### src/rtl/four_bit_division_if.sv
// Handshake and result bundle for the 8-by-4 restoring divider.
interface four_bit_division_if;
  logic       start;
  logic [7:0] in1;
  logic [3:0] in2;
  logic [7:0] out;
  logic [3:0] rem;
  logic       busy;
  logic       done;
  logic       div_zero;

  modport master (output start, in1, in2, input out, rem, busy, done, div_zero);
  modport slave  (input start, in1, in2, output out, rem, busy, done, div_zero);
endinterface

### src/rtl/four_bit_division.sv
// 8-bit / 4-bit unsigned restoring divider, one quotient bit per clock, MSB first.
// Optional macro DIV_ZERO_DETECT_EN: divide-by-zero short-circuits straight to DONE.
module four_bit_division (
  input logic                 clk,
  input logic                 rst_n,
  four_bit_division_if.slave  bus
);

  localparam logic [1:0] IDLE = 2'd0;
  localparam logic [1:0] RUN  = 2'd1;
  localparam logic [1:0] DONE = 2'd2;

  logic [1:0] state;
  logic [7:0] dvd;
  logic [3:0] dvs;
  logic [3:0] r;
  logic [7:0] q;
  logic [2:0] cnt;
  logic [7:0] out_q;
  logic [3:0] rem_q;
  logic       dz_q;

  logic [4:0] t;
  logic       ge;
  logic [3:0] r_nxt;
  logic       zero_fast;

`ifdef DIV_ZERO_DETECT_EN
  assign zero_fast = (bus.in2 == 4'd0);
`else
  assign zero_fast = 1'b0;
`endif

  // Only R[3:0] is kept: for a nonzero divisor the remainder always fits,
  // and for a zero divisor only the low nibble ends up in rem.
  always_comb begin
    t     = {r, dvd[cnt]};
    ge    = (t >= {1'b0, dvs});
    r_nxt = ge ? 4'(t - {1'b0, dvs}) : t[3:0];
  end

  always_ff @(posedge clk or negedge rst_n) begin
    if (!rst_n) begin
      state <= IDLE;
      dvd   <= '0;
      dvs   <= '0;
      r     <= '0;
      q     <= '0;
      cnt   <= '0;
      out_q <= '0;
      rem_q <= '0;
      dz_q  <= 1'b0;
    end else begin
      case (state)
        IDLE: begin
          if (bus.start && zero_fast) begin
            out_q <= 8'hFF;
            rem_q <= bus.in1[3:0];
            dz_q  <= 1'b1;
            state <= DONE;
          end else if (bus.start) begin
            dvd   <= bus.in1;
            dvs   <= bus.in2;
            r     <= '0;
            q     <= '0;
            cnt   <= 3'd7;
            state <= RUN;
          end
        end
        RUN: begin
          r   <= r_nxt;
          q   <= {q[6:0], ge};
          cnt <= cnt - 3'd1;
          if (cnt == 3'd0) begin
            out_q <= {q[6:0], ge};
            rem_q <= r_nxt;
            dz_q  <= 1'b0;
            state <= DONE;
          end
        end
        DONE:    state <= IDLE;
        default: state <= IDLE;
      endcase
    end
  end

  assign bus.out      = out_q;
  assign bus.rem      = rem_q;
  assign bus.div_zero = dz_q;
  assign bus.busy     = (state == RUN) || (state == DONE);
  assign bus.done     = (state == DONE);

endmodule

### src/flat_wrapper.sv
// flat-port wrapper written by rule: the top's interface ports become plain ports
module four_bit_division_flat 
  (clk, rst_n, bus_start, bus_in1, bus_in2, bus_out, bus_rem, bus_busy, bus_done, bus_div_zero);
  four_bit_division_if bus_i ();
  input logic clk;
  input logic rst_n;
  input wire logic [$bits(bus_i.start)-1:0] bus_start;
  input wire logic [$bits(bus_i.in1)-1:0] bus_in1;
  input wire logic [$bits(bus_i.in2)-1:0] bus_in2;
  output wire logic [$bits(bus_i.out)-1:0] bus_out;
  output wire logic [$bits(bus_i.rem)-1:0] bus_rem;
  output wire logic [$bits(bus_i.busy)-1:0] bus_busy;
  output wire logic [$bits(bus_i.done)-1:0] bus_done;
  output wire logic [$bits(bus_i.div_zero)-1:0] bus_div_zero;
  assign bus_i.start = bus_start;
  assign bus_i.in1 = bus_in1;
  assign bus_i.in2 = bus_in2;
  assign bus_out = bus_i.out;
  assign bus_rem = bus_i.rem;
  assign bus_busy = bus_i.busy;
  assign bus_done = bus_i.done;
  assign bus_div_zero = bus_i.div_zero;
  four_bit_division u_core (.clk(clk), .rst_n(rst_n), .bus(bus_i));
endmodule
### config.mk
export PLATFORM = sky130hd
export DESIGN_NAME = four_bit_division_flat
export DESIGN_NICKNAME = d
export VERILOG_FILES = /design/src/rtl/four_bit_division_if.sv /design/src/rtl/four_bit_division.sv /design/src/flat_wrapper.sv
export SDC_FILE = /design/constraint.sdc
export NUM_CORES = 1
export LEC_CHECK = 0
export ABC_CLOCK_PERIOD_IN_PS = 4900
export BUFFER_PORTS_ARGS = -buffer_cell sky130_fd_sc_hd__buf_2
export CAP_MARGIN = 5
export CORE_MARGIN = 2
export CORE_UTILIZATION = 60
export CTS_BUF_LIST = sky130_fd_sc_hd__clkbuf_16
export DETAILED_ROUTE_END_ITERATION = 10
export PLACE_DENSITY = 0.84
export SYNTH_ARGS = -nofsm -noshare
export SYNTH_HDL_FRONTEND = slang
export SYNTH_SLANG_ARGS = --single-unit
### constraint.sdc
create_clock -name clk -period 4.9 [get_ports clk]
set_clock_uncertainty 0.05 [all_clocks]
set_input_delay 0.735 -clock clk [delete_from_list [all_inputs] [get_ports clk]]
set_output_delay 0.735 -clock clk [all_outputs]
set_load 0.02 [all_outputs]
**Word-level counts from Yosys, hierarchy flattened**

Index checks and enable logic that the tools add are counted.

- Mux-type cells: 12
- Reductions and logical operators: 8
- Equality and inequality tests: 4
- Magnitude comparators: 2
- Add/subtract/negate cells: 2

Operator list:

| operator | count |
|---|---|
| $pmux W7 S2 | 1 |
| $mux W4 | 2 |
| $pmux W4 S2 | 1 |
| $reduce_and A2 Y1 | 4 |
| $mux W7 | 1 |
| $pmux W3 S2 | 1 |
| $ge A5 B4 Y1 | 1 |
| $lt A3 B4 Y1 const B | 1 |
| $mux W2 | 2 |
| $pmux W2 S2 | 1 |
| $sub A4 B4 Y4 | 1 |
| $bmux W1 S3 | 1 |
| $logic_not A3 Y1 | 1 |
| $mux W3 | 1 |
| $sub A3 B1 Y3 const B | 1 |
| $eq A2 B1 Y1 const B | 1 |
| $eq A2 B2 Y1 const B | 1 |
| $logic_not A2 Y1 | 1 |
| $ne A2 B1 Y1 const B | 1 |
| $ne A2 B2 Y1 const B | 1 |
| $reduce_bool A2 Y1 | 1 |
| $logic_or A1 B1 Y1 | 1 |
| $mux W1 | 1 |

- Output and inout bits: 15
- Register bits: 40
- Input port bits: 15

**Depth between registers and ports, before layout**

- Depth after elaboration: 5
- Depth in mapped cells: 8
- Gate-level depth less buffers: 8

**Worst setup path after synthesis**

No wires, ideal clock.

- Path kind: register to register
- Start: reg u_core.cnt[2]
- End: reg u_core.r[1]
- Required time: 4.728 ns
- Arrival: 2.242 ns
- Stages on the path, launching flop included: 9
- Setup slack: 2.487 ns
- Setup time: 0.122 ns
- Cell sequence: dfrtp_1 -> mux4_1 -> mux2_2 -> inv_1 -> ha_1 -> nor2b_1 -> o311ai_2 -> nand3_1 -> a32o_1

- Cells in the longest elaborated chain, start to end: 5
- Elaborated cells between the ends (all ways): 6
- Those cells by class: add/sub: 1; order compare: 1; mux: 4

Ends and longest elaborated chain:

| element | RTL line | source |
|---|---|---|
| start: declaration | four_bit_division.sv:18 | `logic [2:0] cnt;` |
| start signal: assignment | four_bit_division.sv:73 | `cnt <= cnt - 3'd1;` |
| $bmux W1 S3 (*) | four_bit_division.sv:37 | `t = {r, dvd[cnt]};` |
| $mux W1 (implied by the code) (*) | four_bit_division.sv:37 |  |
| $sub A4 B4 Y4 or $ge A5 B4 Y1 (tied branches) | four_bit_division.sv:39, four_bit_division.sv:38 |  |
| $mux W4 (*) | four_bit_division.sv:39 | `r_nxt = ge ? 4'(t - {1'b0, dvs}) : t[3:0];` |
| $pmux W4 S2 (*) | four_bit_division.sv:54 | `case (state)` |
| end signal: assignment | four_bit_division.sv:71 | `r <= r_nxt;` |
| end: declaration | four_bit_division.sv:16 | `logic [3:0] r;` |

Every way passes the cells marked *; elsewhere a longest branch is shown, timed or not. The select of a mux whose other input is x is not followed.
A chain may end at the register's enable or synchronous reset.

**Worst setup path after layout**

Same ends and word-level chain as after synthesis.

==> flow_summary.json <==
{
  "end_kind": "flop",
  "worstSkewPairLatency_ns": 0.28,
  "viasPerCell": 5.59,
  "grt_pass1_wl_um": 5950,
  "start_kind": "flop",
  "die_x_um": 60.2,
  "syn_nets": 193,
  "cp.arrival_ns": 2.78,
  "critical_path_class": "flop to flop",
  "synth-edff-count": 0,
  "n_antenna_cell": 0,
  "synth-seq-cells": 40,
  "cts_tree": "yes",
  "overflow": 0,
  "slew_violations": 0,
  "final-hold-violation-count": 0,
  "ys_types": 40,
  "async_flop_share_pct": 100,
  "min_period_over_period_pct": 54.4,
  "numCtsBuffers": 5,
  "core-area_sq_um": 3030,
  "max_freq_mhz": 375,
  "avgSynthCellArea_sq_um": 11.3,
  "drive_gt1_share_pct": 20.8,
  "syn_area_sq_um": 1900,
  "drtIter0Drc": 54,
  "cts-root-buf": "clkbuf_16",
  "grt_max_degree": 41,
  "worstHoldPathCells": 2,
  "route.detailed.drc": 0,
  "cts_resized": 0,
  "clockBufferDepth": 2,
  "reg2reg_depth": 8,
  "finalSetupViolations": 0,
  "syn_inst": 168,
  "avgRoutedWirePerCell_um": 14.1,
  "worstPathMaxFanout": 6,
  "yosysSeqAreaShare_pct": 52.8,
  "worst_pin_slew_ns": 1.05,
  "io_buffers": 28,
  "postRouteAntennaNets": 0,
  "ys.flop_type": "dfrtp_1",
  "cts_hold_buffers": 0,
  "h-tree-depth": 2,
  "synth_top_area_share_pct": 52.8,
  "synth_most_common_cell": "dfrtp_1",
  "rsz0062_at_grt": "no",
  "hold_slack_ns": 0.414,
  "synth_warnings": 0,
  "leakagePower_nw": 1.14,
  "grt_pass1_vias": 1363,
  "maxCapViolations": 0,
  "final_util_pct": 74.2,
  "synth_area_leader_cell": "dfrtp_1",
  "die_area_sq_um": 3630,
  "min_path_type": "flop to flop",
  "die_h_um": 60.2,
  "clkSlewWorstSetupHoldPaths_ns": 0.06,
  "powerDensity_nw_per_um2": 700,
  "cts_sinks": 40,
  "dr.pass1.iters": 4,
  "ios": 30,
  "setup-tns-final_ns": 0,
  "gp_congestion": 0.864,
  "start_util_pct": 62.6,
  "row_count": 20,
  "slew_headroom_pct": 29.3,
  "place_hpwl_um": 2500,
  "wirelength_um": 3400,
  "grt_usage_pct": 22.7,
  "ir_worst_vdd_mv": 0.553,
  "antenna_found_initial": 0,
  "fin_crit_ns": 2.67,
  "n_fill_cell": 213,
  "post_cts.repair.setup_buffers": 0,
  "yosys-top-cells-count": "dfrtp_1, nand2_1, mux2_1, ha_1, inv_1",
  "ys_top_cells_by_area": "dfrtp_1, nand2_1, ha_1, mux2_1, mux4_1",
  "vias": 1348,
  "worstPathRequired_ns": 5.02,
  "nets": 222,
  "area_delta_synth_final_pct": 18.5,
  "status": "completed"
}
flip-flops by register name, indices dropped and copies added (netlist names):
signal          cells
u_core.bus.out      8
u_core.bus.rem      4
u_core.cnt          3
u_core.dvd          8
u_core.dvs          4
u_core.q            7
u_core.r            4
u_core.state        2
power by group:
group	internal (W)	switching, W
Clock	0.000288	0.000117
Sequential	0.000450	0.0000740
Combinational	0.000264	0.000379
Total	0.00100	0.000571
metal layers:
layer	global-route usage, %	vias up	wire length, um
met3	8.44	6	177
met4	9.52	0	53
met2	37.1	41	1660
met1	26.8	658	1510
li1	-	643	-
met5	0	-	0
cell type report:
cell class	count	area, sq um	area share, %
sequential	40	1000	44.5
timing repair buffer	28	140	6.24
inverter	10	37.5	1.67
multi-input combinational	112	828	36.9
clock inverter	2	60.1	2.67
tap	44	55.1	2.45
clock buffer	5	125	5.57
logic make-up after synthesis:
| group | count (synthesis) | share of synthesized area (%) |
|---|---|---|
| compound gates | 28 | 11.8 |
| xor+xnor | 1 | 0.462 |
| fa+ha+maj | 10 | 6.99 |
| buf+inv | 16 | 3.56 |
| flops | 40 | 52.8 |
| mux | 16 | 11.0 |
| other cells | 1 | 0.198 |
| simple gates | 56 | 13.2 |
worst paths after layout:
| check | endpoint | start | slack (ns) |
|---|---|---|---|
| min reg2reg | u_core.bus.out[3] | u_core.bus.out[3] | 0.41 |
| min | u_core.bus.out[3] | u_core.bus.out[3] | 0.41 |
| max in group asynchronous | u_core.dvs[3] | rst_n | 3.77 |
| max reg2reg | u_core.r[1] | u_core.cnt[2] | 2.23 |
| max | u_core.r[1] | u_core.cnt[2] | 2.23 |
| min in group asynchronous | u_core.bus.out[7] | rst_n | 0.51 |
cell usage in the layout, fill, tap and decap left out, drive strengths merged, types with 4 or more instances in the layout:
cell type / netlist / final
nand2: 33 / 33
a22o: 6 / 6
clkbuf: 2 / 5
nor2: 5 / 5
buf: 4 / 28
dfrtp: 40 / 40
inv: 10 / 10
ha: 9 / 9
a21oi: 4 / 4
o21ai: 5 / 5
mux2: 13 / 13
metrics by stage:
step | total power (W) | area, sq um | worst slack [ns] | instances
after global placement | 0.00112 | 2060 | 2.40 | 234
after CTS | 0.00158 | 2250 | 2.25 | 241
after floorplan | 0.00101 | 1900 | 2.49 | 168
after detailed placement | 0.00117 | 2060 | 2.25 | 234
final | 0.00157 | 2250 | 2.23 | 241
after global routing | 0.00168 | 2250 | 2.10 | 241
worst max-delay path: stages (launching register included):
cell	delay, ns
dfrtp_1	0.43
mux4_1	0.57
mux2_2	0.31
inv_1	0.06
ha_1	0.20
nor2b_1	0.10
o311ai_2	0.40
nand3_1	0.16
a32o_1	0.27
Power figures use the tool's default switching activity.
